`config.mk`:
```
export PLATFORM = sky130hd
export DESIGN_NAME = unified_mem_arbiter
export DESIGN_NICKNAME = d
export VERILOG_FILES = /design/src/rtl/unified_mem_arbiter_pkg.sv /design/src/rtl/unified_mem_arbiter_streak_counter.sv /design/src/rtl/unified_mem_arbiter.sv
export SDC_FILE = /design/constraint.sdc
export NUM_CORES = 1
export LEC_CHECK = 0
export CORE_ASPECT_RATIO = 0.5
export CORE_MARGIN = 1.5
export CORE_UTILIZATION = 30
export DETAILED_ROUTE_END_ITERATION = 10
export GPL_TIMING_DRIVEN = 1
export PLACE_DENSITY = 0.8
export RECOVER_POWER = 25
export SETUP_SLACK_MARGIN = 0.1
export SYNTH_ARGS = -nofsm -noshare
export SYNTH_HDL_FRONTEND = slang
export SYNTH_HIERARCHICAL = 1
export SYNTH_SLANG_ARGS = --single-unit
```
`constraint.sdc`:
```
create_clock -name clk -period 2.3 [get_ports clk]
set_input_delay 0.46 -clock clk [delete_from_list [all_inputs] [get_ports clk]]
set_output_delay 0.46 -clock clk [all_outputs]
set_load 0.01 [all_outputs]
```
`src/rtl/unified_mem_arbiter_pkg.sv`:
```
// Shared constants for the unified memory arbiter.
package unified_mem_arbiter_pkg;

  localparam int unsigned ISIZE    = 16;
  localparam int unsigned DSIZE    = 16;
  localparam int unsigned STREAK_W = 4;

  localparam logic OWN_IF = 1'b0;
  localparam logic OWN_DM = 1'b1;

endpackage

```
`src/rtl/unified_mem_arbiter_streak_counter.sv`:
```
// Starvation guard: counts consecutive contested data wins and forces a fetch grant.
module arb_streak_counter
  import unified_mem_arbiter_pkg::*;
#(
  parameter int unsigned MAX_STREAK = 3
) (
  input  logic clk,
  input  logic rst,
  input  logic if_req,
  input  logic if_gnt,
  input  logic dm_gnt,
  output logic force_if_c
);

  logic [STREAK_W-1:0] streak_q;
  logic [STREAK_W-1:0] streak_d;

  // Next streak: clear when fetch wins or stops asking, bump on a contested data win
  always_comb begin
    streak_d = streak_q;
    if (if_gnt || !if_req) begin
      streak_d = '0;
    end else if (dm_gnt && (streak_q < STREAK_W'(MAX_STREAK))) begin
      streak_d = streak_q + STREAK_W'(1);
    end
  end

  // Streak register
  always_ff @(posedge clk or posedge rst) begin
    if (rst) begin
      streak_q <= '0;
    end else begin
      streak_q <= streak_d;
    end
  end

  assign force_if_c = (streak_q == STREAK_W'(MAX_STREAK));

endmodule

```
`src/rtl/unified_mem_arbiter.sv`:
```
// Arbitrates one single-port memory between fetch and data ports and routes read data back.
module unified_mem_arbiter
  import unified_mem_arbiter_pkg::*;
#(
  parameter int unsigned AW         = ISIZE,
  parameter int unsigned DW         = DSIZE,
  parameter int unsigned MAX_STREAK = 3,
  parameter int unsigned CNT_W      = 16
) (
  input  logic             clk,
  input  logic             rst,
  input  logic             if_req,
  input  logic [AW-1:0]    if_addr,
  output logic             if_gnt,
  output logic             if_rvalid,
  output logic [DW-1:0]    if_rdata,
  output logic             stall_if,
  input  logic             dm_req,
  input  logic             dm_we,
  input  logic [AW-1:0]    dm_addr,
  input  logic [DW-1:0]    dm_wdata,
  output logic             dm_gnt,
  output logic             dm_rvalid,
  output logic [DW-1:0]    dm_rdata,
  output logic             mem_wen,
  output logic [AW-1:0]    mem_addr,
  output logic [DW-1:0]    mem_din,
  input  logic [DW-1:0]    mem_dout,
  output logic [CNT_W-1:0] conflict_cnt
);

  logic             force_if_c;
  logic             rtag_v_q, rtag_v_d;
  logic             rtag_own_q, rtag_own_d;
  logic [CNT_W-1:0] cnt_q, cnt_d;

  arb_streak_counter #(
    .MAX_STREAK (MAX_STREAK)
  ) u_streak (
    .clk        (clk),
    .rst        (rst),
    .if_req     (if_req),
    .if_gnt     (if_gnt),
    .dm_gnt     (dm_gnt),
    .force_if_c (force_if_c)
  );

  // Grant selection and memory drive; data wins unless fetch has starved too long
  always_comb begin
    dm_gnt   = 1'b0;
    if_gnt   = 1'b0;
    mem_wen  = 1'b0;
    mem_addr = '0;
    mem_din  = '0;
    if (!rst) begin
      dm_gnt = dm_req && !(if_req && force_if_c);
      if_gnt = if_req && !dm_gnt;
    end
    stall_if = if_req && !if_gnt;
    if (dm_gnt) begin
      mem_wen  = dm_we;
      mem_addr = dm_addr;
      mem_din  = dm_wdata;
    end else if (if_gnt) begin
      mem_addr = if_addr;
    end
  end

  // Next read tag and saturating conflict count
  always_comb begin
    rtag_v_d   = if_gnt || (dm_gnt && !dm_we);
    rtag_own_d = dm_gnt ? OWN_DM : OWN_IF;
    cnt_d      = cnt_q;
    if (if_req && dm_req && (cnt_q != '1)) begin
      cnt_d = cnt_q + CNT_W'(1);
    end
  end

  // Tag and counter registers
  always_ff @(posedge clk or posedge rst) begin
    if (rst) begin
      rtag_v_q   <= 1'b0;
      rtag_own_q <= OWN_IF;
      cnt_q      <= '0;
    end else begin
      rtag_v_q   <= rtag_v_d;
      rtag_own_q <= rtag_own_d;
      cnt_q      <= cnt_d;
    end
  end

  // Return path: steer the memory word to whoever owned last cycle's read
  always_comb begin
    if_rvalid = rtag_v_q && (rtag_own_q == OWN_IF);
    dm_rvalid = rtag_v_q && (rtag_own_q == OWN_DM);
    if_rdata  = if_rvalid ? mem_dout : '0;
    dm_rdata  = dm_rvalid ? mem_dout : '0;
  end

  assign conflict_cnt = cnt_q;

endmodule

```
=== Word-level counts from Yosys, hierarchy flattened ===
Index checks and enable logic that the tools add are counted.
Widths: inputs -> output; s select.

* Output and inout bits: 86
* Bits in registers: 22
* Logic and storage cells: 39
* Bits of input ports: 69

* Add/sub/neg operators: 2
* Reduce and logical (&&, ||, !) cells: 18
* Magnitude comparators: 1
* Mux-type cells: 11
* Bitwise operators: 1
* Equal/unequal tests: 2

{| class="wikitable"
|+ Operator list
! operator !! number
|-
| $mux 16 || 5
|-
| $add 16x1->16 const B || 1
|-
| $ne 16x16->1 const B || 1
|-
| $logic_and 1x1->1 || 10
|-
| $mux 4 || 2
|-
| $logic_not 1->1 || 5
|-
| $add 4x1->4 const B || 1
|-
| $eq 4x2->1 const B || 1
|-
| $lt 4x2->1 const B || 1
|-
| $mux 1 || 4
|-
| $logic_or 1x1->1 || 2
|-
| $reduce_bool 2->1 || 1
|-
| $not 1->1 || 1
|}

=== Depth between registers and ports, before layout ===
* Word-level depth: 9
* Depth in mapped cells: 7

=== Hierarchy ===
The synthesis kept the hierarchy.

{| class="wikitable"
|+ Modules (own cells, without submodules)
! module !! seq. area each (um2) !! instances !! area an instance (um2) !! cells an instance
|-
| unified_mem_arbiter || 450.4 || 1 || 1,387.6 || 157
|-
| arb_streak_counter || 100.1 || 1 || 219.0 || 16
|}

=== Worst setup path before layout ===
Ideal clock, no wire load.

* Kind: input to output
* Start: input rst
* End: output mem_addr[10]
* Stages on the path: 5
* Path slack: -0.067 ns
* Arrival: 1.907 ns
* Path buffers: 2
* Path through: inv_1 o211a_1 buf_2 buf_1 a22o_1

* Longest elaborated chain between the ends: 3

{| class="wikitable"
|+ Ends and longest elaborated chain
! element !! RTL line !! source
|-
| start: declaration || unified_mem_arbiter.sv:11 || <nowiki>input logic rst,</nowiki>
|-
| $mux 1 || unified_mem_arbiter.sv:55 || <nowiki>if (!rst) begin</nowiki>
|-
| net if_gnt || unified_mem_arbiter.sv:14 || <nowiki>output logic if_gnt,</nowiki>
|-
| $mux 16 || unified_mem_arbiter.sv:64 || <nowiki>end else if (if_gnt) begin</nowiki>
|-
| $mux 16 || unified_mem_arbiter.sv:60 || <nowiki>if (dm_gnt) begin</nowiki>
|-
| end: declaration || unified_mem_arbiter.sv:26 || <nowiki>output logic [AW-1:0] mem_addr,</nowiki>
|}

The timed path passes the listed nets, and every way through them passes these cells.

=== Worst setup path in the final report ===
* Start: register u_streak.streak_q[1]
* End: output mem_addr[11]

* Longest elaborated chain between the ends: 9

{| class="wikitable"
|+ Ends and longest elaborated chain
! element !! RTL line !! source
|-
| start: declaration || unified_mem_arbiter_streak_counter.sv:15 || <nowiki>logic [STREAK_W-1:0] streak_q;</nowiki>
|-
| start signal: assignment || unified_mem_arbiter_streak_counter.sv:33 || <nowiki>streak_q <= streak_d;</nowiki>
|-
| $eq 4x2->1 * || unified_mem_arbiter_streak_counter.sv:37 || <nowiki>assign force_if_c = (streak_q == STREAK_W'(MAX_STREAK));</nowiki>
|-
| net force_if_c || unified_mem_arbiter.sv:32 || <nowiki>logic force_if_c;</nowiki>
|-
| $logic_and 1x1->1 * || unified_mem_arbiter.sv:56 || <nowiki>dm_gnt = dm_req && !(if_req && force_if_c);</nowiki>
|-
| $logic_not 1->1 * || unified_mem_arbiter.sv:56 ||
|-
| $logic_and 1x1->1 * || unified_mem_arbiter.sv:56 ||
|-
| $logic_not 1->1 || unified_mem_arbiter.sv:57 || <nowiki>if_gnt = if_req && !dm_gnt;</nowiki>
|-
| $logic_and 1x1->1 || unified_mem_arbiter.sv:57 ||
|-
| $mux 1 || unified_mem_arbiter.sv:55 ||
|-
| $mux 16 || unified_mem_arbiter.sv:64 ||
|-
| $mux 16 * || unified_mem_arbiter.sv:60 ||
|}

The timed path passes the listed nets; every way through them passes the cells marked *.

==> impl_metrics.ini <==
[clocking]
cts_buffer_depth = 2
cts_buffers = 3
htree_num_levels = 1
clk_pin_slew_worst_paths_ns = 0.07
clock_latency_ns = 0.26
cts_tree = yes
cts_num_sinks = 22
postCtsHoldBufs = 0
cts_root_buffer = clkbuf_8

[route]
drc = 0
vias = 2061
routedWlPerCell_um = 16.89
first_pass_iters = 4
viasPerCell = 4.827
ant_nets = 0
routed_wl_mm = 7.213
drtIter0Drc = 83

[logic_synthesis]
async_flop_share = 1.000
ys_ff_latch = 22
yosys_warnings = 6
syn_inst = 173
synth_edf_count = 0
synth_area_um2 = 1607
synth_fp_nets = 244
ys.flop_type = dfrtp_1
synth.avg_cell_area_um2 = 9.286
ys_types = 37
yosysSeqAreaShare = 0.3427

[worst_setup_path]
arrival_ns = 1.92
r2r_setup_slack_ns = 0.26
critPathLaunchType = register
r2r-start = u_streak/streak_q[0]$_DFFE_PP0P_
worst-setup-path-type = reg -> out
cp.required_ns = 1.84
end_kind = primary output
critPathMaxFanout = 8
reg2reg_depth = 9
r2r-end = u_streak/streak_q[0]$_DFFE_PP0P_

[grt]
grt_pass1_vias = 1923
track_usage = 0.2397
grt_antenna_before_repair = 0
grt_pass1_wl_mm = 10.58
overflow = 0
grt_max_degree = 19

[cells_and_area]
antenna_cells = 0
instances_no_fill = 427
fillCellCount = 381
regArea_um2 = 550.5
multiInputGateArea_um2 = 1045
final_common_cell = clkdlybuf4s50_1
final_cell_mix = 115 x clkdlybuf4s50_1, 25 x and2_1, 24 x buf_2
nNetsFinal = 430
area_delta_synth_final_pct = 121.5
layout-drive-gt1-share = 0.2717

[sta]
worst_slew_pin_slew_ns = 1.004
fin_crit_sh = 1.035
skew_ns = 0.002003
slew_headroom = 0.3308
setup_ws_ns = -0.08100
fmax_mhz = 420.0
drv_slew = 0
rsz0062_at_grt = true
setup_viol = 18
fin_crit_ns = 2.381
hold_viol_final = 0
whs_ns = 0.3244

[floorplanning]
io_pins = 155
dieArea_um2 = 5830
std_cell_rows = 18
start_util = 0.3185
core_area_um2 = 5045
die_h_um = 54.75
die_x_um = 106.5

[place]
dp_hpwl_mm = 5.366
placed_cells = 406
dpl_worst_slack_ns = -0.4072
portBuffers = 154
place_congestion = 0.8490

[outcome]
violations = negative setup slack
status = complete, but fails checks

[power]
pwr-share-comb = 0.455
p_sw_uw = 437.9
p_int_uw = 936.4
p_clk_frac = 0.171
ir_worst_vdd_uv = 322.4
power.density_nw_per_um2 = 386.2
seqPwrFrac = 0.374
p_leak_nw = 1.704
p_sw_frac = 0.3186

[hold_path]
hold_class = in -> async

[job]
drv_cap = 0
[cell type report]
cell class              count  share of cell area
multi-input cells         136              0.2936
well taps                  70             0.02461
inverters                   6            0.006681
clock buffers               3             0.01160
flip-flops and latches     22              0.1547
repair buffers            190              0.5088
[how the worst max path moves through the flow]
stage                     slack (ns)  depth (start not counted)                        startpoint      endpoint
after global routing           -0.17                          8  u_streak/streak_q[1]$_DFFE_PP0P_  mem_addr[14]
after detailed placement       -0.41                          5                            if_req    mem_din[8]
after CTS                      -0.15                          9  u_streak/streak_q[1]$_DFFE_PP0P_  mem_addr[15]
after global placement         -0.38                          5                            if_req   mem_addr[5]
final                          -0.08                          8  u_streak/streak_q[1]$_DFFE_PP0P_  mem_addr[11]
after floorplan                 0.17                          5  u_streak/streak_q[0]$_DFFE_PP0P_   mem_din[10]
[critical path, cell delays in order (launching register included)]
cell and delay (ns):
dfrtp_1 0.37, ha_2 0.19, nor3b_4 0.24, a211oi_4 0.09
buf_4 0.15, buf_6 0.12, buf_12 0.13, a22o_1 0.22
buf_2 0.14
[sequential cells by signal (all words and copies together), names as in the netlist]
name and flops:
u_streak/streak_q 4, conflict_cnt 16, rtag_own_q 1, rtag_v_q 1
[cell usage after synthesis, drive strengths merged (2+ instances only)]
| cell type | number | area [um^2] |
|---|---|---|
| mux2i | 2 | 20.02 |
| xnor2 | 2 | 17.52 |
| inv | 6 | 22.52 |
| nand4 | 4 | 31.28 |
| nor2 | 4 | 15.01 |
| a21oi | 2 | 10.01 |
| xor2 | 11 | 96.34 |
| nor2b | 2 | 12.51 |
| and3b | 2 | 20.02 |
| and4 | 4 | 35.03 |
| clkbuf | 5 | 18.77 |
| dfrtp | 22 | 550.5 |
| nor4 | 3 | 18.77 |
| nor3b | 2 | 15.01 |
| nand2 | 7 | 26.28 |
| buf | 4 | 21.27 |
| nand3 | 5 | 25.02 |
| nand3b | 3 | 22.52 |
| a22o | 16 | 140.1 |
| ha | 2 | 25.02 |
| nor3 | 4 | 25.02 |
| and2 | 34 | 212.7 |
| and3 | 17 | 106.4 |
[logic make-up (layout without fill, tap and decap cells)]
family / count (synthesis) / in the layout / synth area share
xor+xnor: 13 / 13 / 0.07087
flops: 22 / 22 / 0.3427
fa+ha+maj: 2 / 2 / 0.01557
mux: 3 / 3 / 0.01947
buf+inv: 15 / 199 / 0.03894
compound gates: 25 / 25 / 0.1402
simple gates: 93 / 93 / 0.3723
[metrics by stage]
step	utilization	setup TNS (ns)	instance area, um^2	power (mW)
finish	0.7054	-0.8685	3558	1.374
global placement	0.6674	-12.03	3367	1.103
detailed placement	0.6674	-13.06	3367	1.114
floorplan	-	0	1612	0.7212
CTS	0.6957	-1.896	3510	1.374
global route	0.7054	-2.542	3558	1.451
[what timing repair did]
action,CTS,global route
setup endpoints to repair,36,39
resized for setup,180,9
setup buffers,13,4
cloned,2,2
pin swaps,30,3
[power groups by stage]
stage	Combinational [mW]	Clock (mW)	Sequential (mW)
final	0.626	0.235	0.513
after global routing	0.669	0.261	0.521
after CTS	0.623	0.240	0.511
after detailed placement	0.596	0	0.518
after global placement	0.586	0	0.517
after floorplan	0.191	0	0.530
[layer usage]
layer | wire length, um | global-route usage
met5 | 0 | 0
met2 | 3776 | 0.4688
met1 | 2962 | 0.2840
met4 | 83 | 0.03556
met3 | 390 | 0.05357
Power figures use the tool's default switching activity.
